$ cat src/rtl/accel_spi_responder.sv
// SPI mode-0 register responder for a 3-axis accelerometer.
// Optional ACCEL_RESP_SOFT_RESET_EN: writing 0x52 to 0x1F restores 0x20-0x2E.
module accel_spi_responder #(
  parameter int         SYNC_STAGES = 2,
  parameter logic [7:0] REVID       = 8'h01
) (
  input  logic        clk_i,
  input  logic        reset_i,
  input  logic        sclk_i,
  input  logic        ss_i,
  input  logic        mosi_i,
  output logic        miso_o,
  input  logic [11:0] accel_x_i,
  input  logic [11:0] accel_y_i,
  input  logic [11:0] accel_z_i,
  output logic        busy_o,
  output logic        cmd_err_o,
  output logic        wr_pulse_o,
  output logic [7:0]  wr_addr_o,
  output logic [7:0]  wr_data_o
);

  typedef enum logic [2:0] {
    IDLE, CMD, ADDR, DATA, IGNORE
  } state_e;

  logic [SYNC_STAGES-1:0] sclk_sync_q;
  logic [SYNC_STAGES-1:0] ss_sync_q;
  logic [SYNC_STAGES-1:0] mosi_sync_q;
  logic sclk_prev_q;
  logic ss_prev_q;
  logic armed_q;

  logic sclk_s, ss_s, mosi_s;
  logic sclk_rise, sclk_fall;
  logic ss_rise, ss_fall;

  // ss flops clear to 0 so a reset taken with ss low
  // never fakes a falling edge afterwards.
  always_ff @(posedge clk_i) begin
    if (reset_i) begin
      sclk_sync_q <= '0;
      ss_sync_q   <= '0;
      mosi_sync_q <= '0;
      sclk_prev_q <= 1'b0;
      ss_prev_q   <= 1'b0;
      armed_q     <= 1'b0;
    end else begin
      sclk_sync_q <= {sclk_sync_q[SYNC_STAGES-2:0], sclk_i};
      ss_sync_q   <= {ss_sync_q[SYNC_STAGES-2:0], ss_i};
      mosi_sync_q <= {mosi_sync_q[SYNC_STAGES-2:0], mosi_i};
      sclk_prev_q <= sclk_s;
      ss_prev_q   <= ss_s;
      armed_q     <= armed_q | ss_s;
    end
  end

  assign sclk_s    = sclk_sync_q[SYNC_STAGES-1];
  assign ss_s      = ss_sync_q[SYNC_STAGES-1];
  assign mosi_s    = mosi_sync_q[SYNC_STAGES-1];
  assign sclk_rise = sclk_s & ~sclk_prev_q;
  assign sclk_fall = ~sclk_s & sclk_prev_q;
  assign ss_rise   = ss_s & ~ss_prev_q;
  assign ss_fall   = ~ss_s & ss_prev_q;

  state_e      state_q;
  logic [2:0]  cnt_q;
  logic [7:0]  shift_q;
  logic [7:0]  ptr_q;
  logic        rd_q;
  logic [7:0]  tx_q;
  logic        miso_q;
  logic        busy_q;
  logic        cmd_err_q;
  logic        wr_pulse_q;
  logic [7:0]  wr_addr_q;
  logic [7:0]  wr_data_q;
  logic [11:0] shx_q, shy_q, shz_q;
  logic [7:0]  rw_q [15];

  logic [7:0] shift_d;
  logic [7:0] rd_addr;
  logic [7:0] rd_data;
  logic       byte_done;
  logic       wr_ok;
  logic       soft_rst;

  assign shift_d   = {shift_q[6:0], mosi_s};
  assign byte_done = sclk_rise && (cnt_q == 3'd7);
  assign rd_addr   = (state_q == ADDR) ? shift_d
                                       : ptr_q + 8'd1;
  assign wr_ok     = (ptr_q[7:4] == 4'h2) &&
                     (ptr_q[3:0] != 4'hF);

`ifdef ACCEL_RESP_SOFT_RESET_EN
  assign soft_rst = (ptr_q == 8'h1F) && (shift_d == 8'h52);
`else
  assign soft_rst = 1'b0;
`endif

  always_comb begin
    rd_data = 8'h00;
    case (rd_addr)
      8'h00: rd_data = 8'hAD;
      8'h01: rd_data = 8'h1D;
      8'h02: rd_data = 8'hF2;
      8'h03: rd_data = REVID;
      8'h08: rd_data = shx_q[11:4];
      8'h09: rd_data = shy_q[11:4];
      8'h0A: rd_data = shz_q[11:4];
      8'h0B: rd_data = 8'h01;
      8'h0E: rd_data = shx_q[7:0];
      8'h0F: rd_data = {{4{shx_q[11]}}, shx_q[11:8]};
      8'h10: rd_data = shy_q[7:0];
      8'h11: rd_data = {{4{shy_q[11]}}, shy_q[11:8]};
      8'h12: rd_data = shz_q[7:0];
      8'h13: rd_data = {{4{shz_q[11]}}, shz_q[11:8]};
      default: begin
        if (rd_addr[7:4] == 4'h2 && rd_addr[3:0] != 4'hF)
          rd_data = rw_q[rd_addr[3:0]];
      end
    endcase
  end

  always_ff @(posedge clk_i) begin
    if (reset_i) begin
      state_q    <= IDLE;
      cnt_q      <= '0;
      shift_q    <= '0;
      ptr_q      <= '0;
      rd_q       <= 1'b0;
      tx_q       <= '0;
      miso_q     <= 1'b0;
      busy_q     <= 1'b0;
      cmd_err_q  <= 1'b0;
      wr_pulse_q <= 1'b0;
      wr_addr_q  <= '0;
      wr_data_q  <= '0;
      shx_q      <= '0;
      shy_q      <= '0;
      shz_q      <= '0;
      for (int i = 0; i < 15; i++)
        rw_q[i] <= (i == 12) ? 8'h13 : 8'h00;
    end else begin
      cmd_err_q  <= 1'b0;
      wr_pulse_q <= 1'b0;
      busy_q     <= armed_q & ~ss_s;
      if (ss_rise) begin
        state_q <= IDLE;
        cnt_q   <= '0;
        miso_q  <= 1'b0;
      end else if (ss_fall) begin
        state_q <= CMD;
        cnt_q   <= '0;
        miso_q  <= 1'b0;
        shx_q   <= accel_x_i;
        shy_q   <= accel_y_i;
        shz_q   <= accel_z_i;
      end else if (state_q inside {CMD, ADDR, DATA}) begin
        if (sclk_rise) begin
          shift_q <= shift_d;
          cnt_q   <= cnt_q + 3'd1;
        end
        if (byte_done) begin
          case (state_q)
            CMD: begin
              if (shift_d == 8'h0A || shift_d == 8'h0B) begin
                rd_q    <= shift_d[0];
                state_q <= ADDR;
              end else begin
                state_q   <= IGNORE;
                cmd_err_q <= 1'b1;
              end
            end
            ADDR: begin
              ptr_q   <= shift_d;
              state_q <= DATA;
              if (rd_q) begin
                tx_q   <= rd_data;
                miso_q <= rd_data[7];
              end
            end
            DATA: begin
              ptr_q <= ptr_q + 8'd1;
              if (rd_q) begin
                tx_q   <= rd_data;
                miso_q <= rd_data[7];
              end else begin
                wr_pulse_q <= 1'b1;
                wr_addr_q  <= ptr_q;
                wr_data_q  <= shift_d;
                if (soft_rst) begin
                  for (int i = 0; i < 15; i++)
                    rw_q[i] <= (i == 12) ? 8'h13 : 8'h00;
                end else if (wr_ok) begin
                  rw_q[ptr_q[3:0]] <= shift_d;
                end
              end
            end
            default: ;
          endcase
        end else if (sclk_fall && state_q == DATA &&
                     rd_q && cnt_q != 3'd0) begin
          // the fall right after a byte load must not shift
          tx_q   <= {tx_q[6:0], 1'b0};
          miso_q <= tx_q[6];
        end
      end
    end
  end

  assign miso_o     = miso_q;
  assign busy_o     = busy_q;
  assign cmd_err_o  = cmd_err_q;
  assign wr_pulse_o = wr_pulse_q;
  assign wr_addr_o  = wr_addr_q;
  assign wr_data_o  = wr_data_q;

endmodule

$ cat config.mk
export PLATFORM = sky130hd
export DESIGN_NAME = accel_spi_responder
export DESIGN_NICKNAME = d
export VERILOG_FILES = /design/src/rtl/accel_spi_responder.sv
export SDC_FILE = /design/constraint.sdc
export NUM_CORES = 1
export LEC_CHECK = 0
export ABC_AREA = 1
export CAP_MARGIN = 10
export CORE_UTILIZATION = 65
export CTS_BUF_LIST = sky130_fd_sc_hd__clkbuf_16
export DETAILED_ROUTE_END_ITERATION = 8
export HOLD_SLACK_MARGIN = 0.1
export PLACE_DENSITY = 0.86
export SLEW_MARGIN = 10
export SYNTH_ARGS = -nofsm -noshare
export SYNTH_HDL_FRONTEND = slang
export SYNTH_SLANG_ARGS = --single-unit
export TNS_END_PERCENT = 30
$ cat constraint.sdc
create_clock -name clk_i -period 3.9 [get_ports clk_i]
set_clock_uncertainty 0.1 [all_clocks]
set_input_delay 0.975 -clock clk_i [delete_from_list [all_inputs] [get_ports clk_i]]
set_output_delay 0.975 -clock clk_i [all_outputs]
set_load 0.02 [all_outputs]
==> Word-level counts from Yosys, hierarchy flattened <==
Memories as Yosys holds them, arrays and structs flattened.
Cells that the tools add are included.
{ "word_totals": {"input_bits": 41, "mem_count": 1, "ramBits": 120, "output_inout_bits": 20, "reg_bits": 94} }
{ "op_classes": {"bitwise_logic": 17, "eq_ne": 25, "n_mux": 33, "add_sub_neg": 2, "n_reduce_logical": 33} }
{ "memory_table": {"columns": ["memory", "words", "width", "read_ports", "rd_clocked_by_memory_dff", "write_ports", "line_no", "source"], "rows": [
  ["rw_q", 15, 8, 1, 0, 15, "79", "logic [7:0] rw_q [15];"]
]} }
{ "op_table": {"columns": ["op", "n"], "rows": [
  ["$pmux W8 S13", 1],
  ["$eq A8 B4 Y1 const B", 8],
  ["$eq A8 B5 Y1 const B", 4],
  ["$mux W7", 4],
  ["$mux W8", 3],
  ["$mux W1", 21],
  ["$reduce_and A6 Y1", 3],
  ["$eq A8 B2 Y1 const B", 2],
  ["$pmux W8 S2", 1],
  ["$reduce_or A6 Y1", 2],
  ["$not A1 Y1", 11],
  ["$reduce_bool A2 Y1", 5],
  ["$reduce_bool A3 Y1", 3],
  ["$add A8 B1 Y8 const B", 1],
  ["$eq A4 B2 Y1 const B", 2],
  ["$eq A8 B1 Y1 const B", 1],
  ["$logic_not A8 Y1", 1],
  ["$ne A4 B4 Y1 const B", 2],
  ["$reduce_and A4 Y1", 2],
  ["$reduce_or A8 Y1", 1],
  ["$eq A3 B2 Y1 const B", 2],
  ["$logic_and A1 B1 Y1", 6],
  ["$pmux W3 S2", 1],
  ["$reduce_and A3 Y1", 2],
  ["13 further kinds", 21]
]} }

==> Depth between registers and ports, before layout <==
Gate-level depths: netlist of the first run.
{ "logic_depth": {"depth_word": 13, "depth_mapped": 18, "ltp_nobuf": 17} }

==> Least setup slack after synthesis of the first run <==
Ideal clock, no wire load.
{ "synth_timing": {"kind": "input -> register", "from": "input port reset_i", "to": "memory rw_q[10][0] (enable)", "arrival_ns": 2.043, "path_buffers": 1, "required_time_ns": 3.471, "path_slack_ns": 1.429, "stages": 6, "cell_sequence": "clkbuf_1 -> nor3_1 -> nand3_1 -> nor2_1 -> nand2_1 -> nand2_1"} }
{ "synth_rtl": {"columns": ["item", "line_no", "source"], "rows": [
  ["start, declared", "8", "input logic reset_i,"],
  ["end, declared", "79", null]
]} }

==> results of run 1 <==
## worst max-delay path: stages (launching register included)
cell     delay, ps
dfxtp_1        510
nand2_1        140
nor2_1         100
buf_4          180
inv_1           80
nor2_1         120
nand2_1        110
nor3_1         240
nand3_1        260
nor2_1         450
nand2_1        310
nand2_1        360
## state kept, by name, summed over array words and instances, names as in the netlist, 2 cells and up
signal,cells
tx_q,7
ptr_q,8
state_q,3
mosi_sync_q,2
shx_q,12
sclk_sync_q,2
wr_addr_o,8
cnt_q,3
shift_q,7
shy_q,12
wr_data_o,8
shz_q,12
ss_sync_q,2
rw_q,128
## power by group
group          leakage, nW  internal, mW  switching [mW]
sequential            1.98          2.55          0.0373
combinational         2.83        0.0797           0.120
clock                0.345          1.14           0.911
total                 5.16          3.77            1.07
## metrics by stage
stage / power, mW / setup WS [ps] / utilization
finish: 4.84 / 604 / 0.753
detailed placement: 2.83 / 540 / 0.710
CTS: 4.83 / 754 / 0.752
global placement: 2.82 / 608 / 0.710
floorplan: 2.74 / 1430 / -
global route: 4.96 / 411 / 0.753
## layout by cell type, fill, tap and decap left out, types with 9 or more instances in the layout
cell,count
inv_2,9
inv_1,127
a21oi_1,64
clkbuf_16,23
nand2_1,353
nand4_1,34
dfxtp_1,94
nor3_1,11
edfxtp_1,128
nor2_1,289
nor2_4,9
nand3_1,50
o21ai_0,99
nand3b_1,12
clkdlybuf4s50_1,60
ha_1,9
buf_4,20
clkinv_1,11
## metal layers
| layer | GRT usage | share of wire | wire length (µm) | up-vias |
|---|---|---|---|---|
| li1 | - | - | - | 4613 |
| met1 | 0.476 | 0.39 | 11500 | 4344 |
| met2 | 0.517 | 0.44 | 13000 | 693 |
| met3 | 0.0631 | 0.13 | 3810 | 112 |
| met4 | 0.136 | 0.038 | 1110 | 0 |
| met5 | 0 | 0 | 0 | - |
## cells by family (layout without fill, tap and decap cells)
logic type / Yosys count / in the layout / synth area share
buffers and inverters: 203 / 260 / 0.0753
flip-flops: 222 / 222 / 0.521
AND/OR/NAND/NOR: 787 / 787 / 0.307
AO/OA/AOI/OAI: 179 / 179 / 0.0857
other: 1 / 8 / 0.000341
adder cells (fa/ha/maj): 9 / 9 / 0.0103
## cell type report
class,count,area share
timing repair buffer,81,0.0625
multi-input combinational,983,0.358
clock buffer,23,0.0462
sequential,222,0.460
inverter,140,0.0422
clock inverter,16,0.00884
tap,220,0.0221
## how the worst max path moves through the flow
stage / from / endpoint / slack, ps
after floorplan: reset_i / rw_q[10][0] / 1430
after global placement: reset_i / rw_q[1][1] / 610
after detailed placement: reset_i / rw_q[10][2] / 540
after CTS: state_q[0] / rw_q[10][2] / 750
after global routing: state_q[0] / rw_q[2][2] / 410
final: state_q[0] / rw_q[13][7] / 600
==> results.tsv, run 1 <==
metric	value	unit
maxCapViolations	0	
dieArea	17400	µm²
worst_hold_slack	302	ps
synth_area	11000	µm²
wl	29.4	mm
status	completed	
dp_hpwl	19.4	mm
gp_congestion	1.03	
maxClockFrequency	303	MHz
layout.nets	1500	
first_pass_iters	6	
rows	47	
r2r_setup_slack	600	ps
hold_class	flip-flop to flip-flop	
cts_sinks	222	
drt_iter0_markers	1470	
ys_seq_area_frac	0.521	
grt_overflow	0	
portBuffers	60	
synth_warnings	0	
multi_input_area	4460	µm²
ys_top_cells_by_count	nand2_1, nor2_1, edfxtp_1	
min_period_over_period	0.845	
io_pins	61	
place_area	11700	µm²
cts_buffers	22	
synthArstFlopShare	0	
vias	9762	
synthTopCellsByArea	edfxtp_1, dfxtp_1, nand2_1	
wl_per_cell	17.4	µm
grt_pass1_wl	46.2	mm
min_period	3300	ps
crit_path_max_fanout	11	
synth-edff-count	128	
worstHoldPathCells	2	
crit_arrival	3370	ps
drc_errors	0	
critPathKind	flip-flop to flip-flop	
clk_latency	510	ps
seq_area	5730	µm²
r2r_start	state_q[0]	
rsz0062_at_grt	false	
stdcell_area	12400	µm²
initial_utilization	0.665	
worst_pin_slew	991	ps
track_usage	0.337	
syn_avg_cell_area	7.84	µm²
start_kind	flip-flop	
ir_worst_vdd	0.345	mV
setup_violations	0	
r2r_end	rw_q[13][7]	
whs_endpoint	sclk_sync_q[1]	
cts_root_buf	clkbuf_16	
hold_viol_final	0	
area_growth	13.3	%
die_h	132	µm
cts_hold_buf	0	
slew_headroom	0.337	
finalSetupTns	0	ps
synth-seq-cells	222	
post-place-cells	1645	
synth_top_flop_cell	edfxtp_1	
ant_nets	0	
leakage	5.16	nW
fillers	1150	
coreArea	16500	µm²
ff2ff_path_depth	11	
drive_gt1_frac	0.0696	
finalNonFillerCells	1685	
cts.clk_slew.worst_paths	60	ps
yosysMostFrequentCell	nand2_1	
yosys.area.top_type	edfxtp_1	
clock_path_buffers	3	
cts_setup_buffers	0	
grt_pass1_vias	8924	
drv_slew	0	
cts_tree	done	
hold_path_startpoint	sclk_sync_q[0]	
crit_path_end_kind	flip-flop	
synth_cells	1401	
yosysUniqueCellTypes	40	
htree_levels	1	
viasPerCell	5.79	
synth_top_area_frac	0.350	
grt_max_degree	44	
diodes	0	
antenna_found_initial	0	
p_per_area	389	nW/µm²
required	3970	ps
cts_resized	0	
fp.dieW	132	µm
Power figures use the tool's default switching activity.
==> run 2: changes to the inputs <==
--- a/config.mk
+++ b/config.mk
@@ -7,11 +7,11 @@
 export LEC_CHECK = 0
 export ABC_AREA = 1
 export CAP_MARGIN = 10
-export CORE_UTILIZATION = 65
+export CORE_UTILIZATION = 54
 export CTS_BUF_LIST = sky130_fd_sc_hd__clkbuf_16
 export DETAILED_ROUTE_END_ITERATION = 8
 export HOLD_SLACK_MARGIN = 0.1
-export PLACE_DENSITY = 0.86
+export PLACE_DENSITY = 0.76
 export SLEW_MARGIN = 10
 export SYNTH_ARGS = -nofsm -noshare
 export SYNTH_HDL_FRONTEND = slang
==> constraint.sdc (replaced) <==
create_clock -name clk_i -period 2.7 [get_ports clk_i]
set_clock_uncertainty 0.1 [all_clocks]
set_input_delay 0.675 -clock clk_i [delete_from_list [all_inputs] [get_ports clk_i]]
set_output_delay 0.675 -clock clk_i [all_outputs]
set_load 0.02 [all_outputs]
==> run 2 against run 1 <==
Compared with the run above: combinational power is 51% higher; critical path depth rose by 7; die area up 20%; maximum frequency increased by 30%; setup slack got worse by 440 ps; final cell count increased by 5.7%; power is 48% higher; critical path type unchanged; largest cell class unchanged.
==> results.tsv, run 2 (synthesis gave the netlist of run 1 again) <==
metric	value	unit	change
grt_pass1_vias	8922		-0.022%
min_period	2540	ps	-757 ps
drv_slew	0		unchanged
leakage	5.46	nW	+5.8%
antenna_found_initial	0		unchanged
vias	9719		-0.44%
hold_path_startpoint	ss_sync_q[0]		
first_pass_iters	6		unchanged
crit_path_end_kind	flip-flop		
required	3010	ps	-960 ps
cts_sinks	222		unchanged
wl	29.6	mm	+0.82%
finalSetupTns	0	ps	unchanged
cts_tree	done		
grt_max_degree	37		-16%
r2r_setup_slack	160	ps	-440 ps
worstHoldPathCells	2		unchanged
setup_violations	0		unchanged
r2r_start	state_q[0]		
wl_per_cell	16.6	µm	-4.6%
htree_levels	1		unchanged
drt_iter0_markers	994		-32%
dp_hpwl	20.1	mm	+3.3%
grt_pass1_wl	45.6	mm	-1.5%
rsz0062_at_grt	false		
clk_latency	550	ps	+40 ps
crit_arrival	2850	ps	-520 ps
top_register	rw_q		
io_pins	61		unchanged
drc_errors	0		unchanged
maxCapViolations	0		unchanged
ant_nets	0		unchanged
final_common_cell	nand2_1		
dieArea	20900	µm²	+20%
status	completed		
rows	51		+8.5%
largest_reg_flops	128		unchanged
drive_gt1_frac	0.111		+0.0412
critPathKind	flip-flop to flip-flop		
coreArea	19700	µm²	+19%
p_per_area	549	nW/µm²	+41%
maxClockFrequency	394	MHz	+30%
hold_class	flip-flop to flip-flop		
power	7.16	mW	+48%
portBuffers	60		unchanged
area_growth	18.6	%	
min_period_over_period	0.940		+0.0953
grt_overflow	0		unchanged
r2r_end	tx_q[5]		
initial_utilization	0.557		-0.108
cts_hold_buf	0		unchanged
start_kind	flip-flop		
gp_congestion	0.941		-8.6%
cts.clk_slew.worst_paths	60	ps	about the same
die_h	145	µm	+9.6%
clock_path_buffers	3		unchanged
diodes	0		unchanged
fp.dieW	145	µm	+9.6%
ir_worst_vdd	0.477	mV	+38%
cts_root_buf	clkbuf_16		
ff2ff_path_depth	18		+7
layout_common_cells	nand2_1, nor2_1, inv_1		
crit_path_max_fanout	24		+13
final_util	0.661		-0.0924
track_usage	0.286		-0.0518
hold_viol_final	0		unchanged
viasPerCell	5.46		-5.8%
whs_endpoint	ss_sync_q[1]		
cts_buffers	24		+9.1%
layout.nets	1548		+3.2%
==> run 2: cell count changes in the layout (fill, tap and decap cells not counted), moves of 2 or more <==
cell	change
buf_8	+3
buf_12	+5
dfxtp_1	-3
nand2_1	-11
inv_1	+3
clkbuf_16	+3
nand2_2	+11
inv_2	+5
buf_4	+39
clkinv_1	-2
dfxtp_2	+3
==> run 2: per-layer routing <==
layer	wire, µm	vias to the layer above	track usage
met5	0	-	0
li1	-	4713	-
met4	1070	0	0.117
met1	12400	4508	0.385
met3	2380	85	0.0397
met2	13800	413	0.463
==> run 2: worst max-delay path, cell delays in order, from the launching register on <==
cell,delay [ps]
dfxtp_1,320
buf_4,170
inv_2,110
nand3_4,190
nand2_2,180
nand2_8,150
buf_4,230
nand2_1,70
nand2_1,50
nand2_1,50
nand2_1,60
nand2_1,70
nand2_1,70
nor2_1,170
nor2_1,60
nor2_1,120
nand3_1,100
nand2_1,70
a21oi_1,50
==> run 2: worst max path at each step <==
stage	start	to	slack (ps)
floorplan	cnt_q[0]	rw_q[10][0]	390
CTS	ptr_q[1]	tx_q[4]	30
global placement	reset_i	rw_q[8][2]	80
detailed placement	reset_i	rw_q[8][3]	40
global route	ptr_q[3]	tx_q[1]	5
finish	state_q[0]	tx_q[5]	160
==> run 2: repair_timing <==
item / in CTS / in global routing
gates resized for setup: 0 / 24
buffers inserted: 0 / 5
endpoints found under the setup margin: 0 / 96
==> run 2: where the power goes <==
group | switching (mW) | internal (mW) | total [mW]
combinational | 0.175 | 0.125 | 0.300
clock | 1.37 | 1.74 | 3.12
sequential | 0.0503 | 3.69 | 3.74
total | 1.60 | 5.56 | 7.16
==> run 2: cell type report <==
type	count	area, µm²
sequential	222	5730
fill	1645	6680
inverter	140	526
clock inverter	18	103
multi-input combinational	983	4510
clock buffer	26	651
tap	265	332
timing repair buffer	127	1190
==> run 2: metrics by stage <==
stage / worst slack (ps) / instances / cell area, µm² / hold slack (ps)
detailed placement: 44.3 / 1732 / 12200 / 297
global placement: 81.3 / 1732 / 12200 / 290
finish: 161 / 1781 / 13000 / 305
floorplan: 391 / 1408 / 11000 / 288
CTS: 28.6 / 1776 / 12900 / 306
global route: 5.24 / 1781 / 13000 / 330
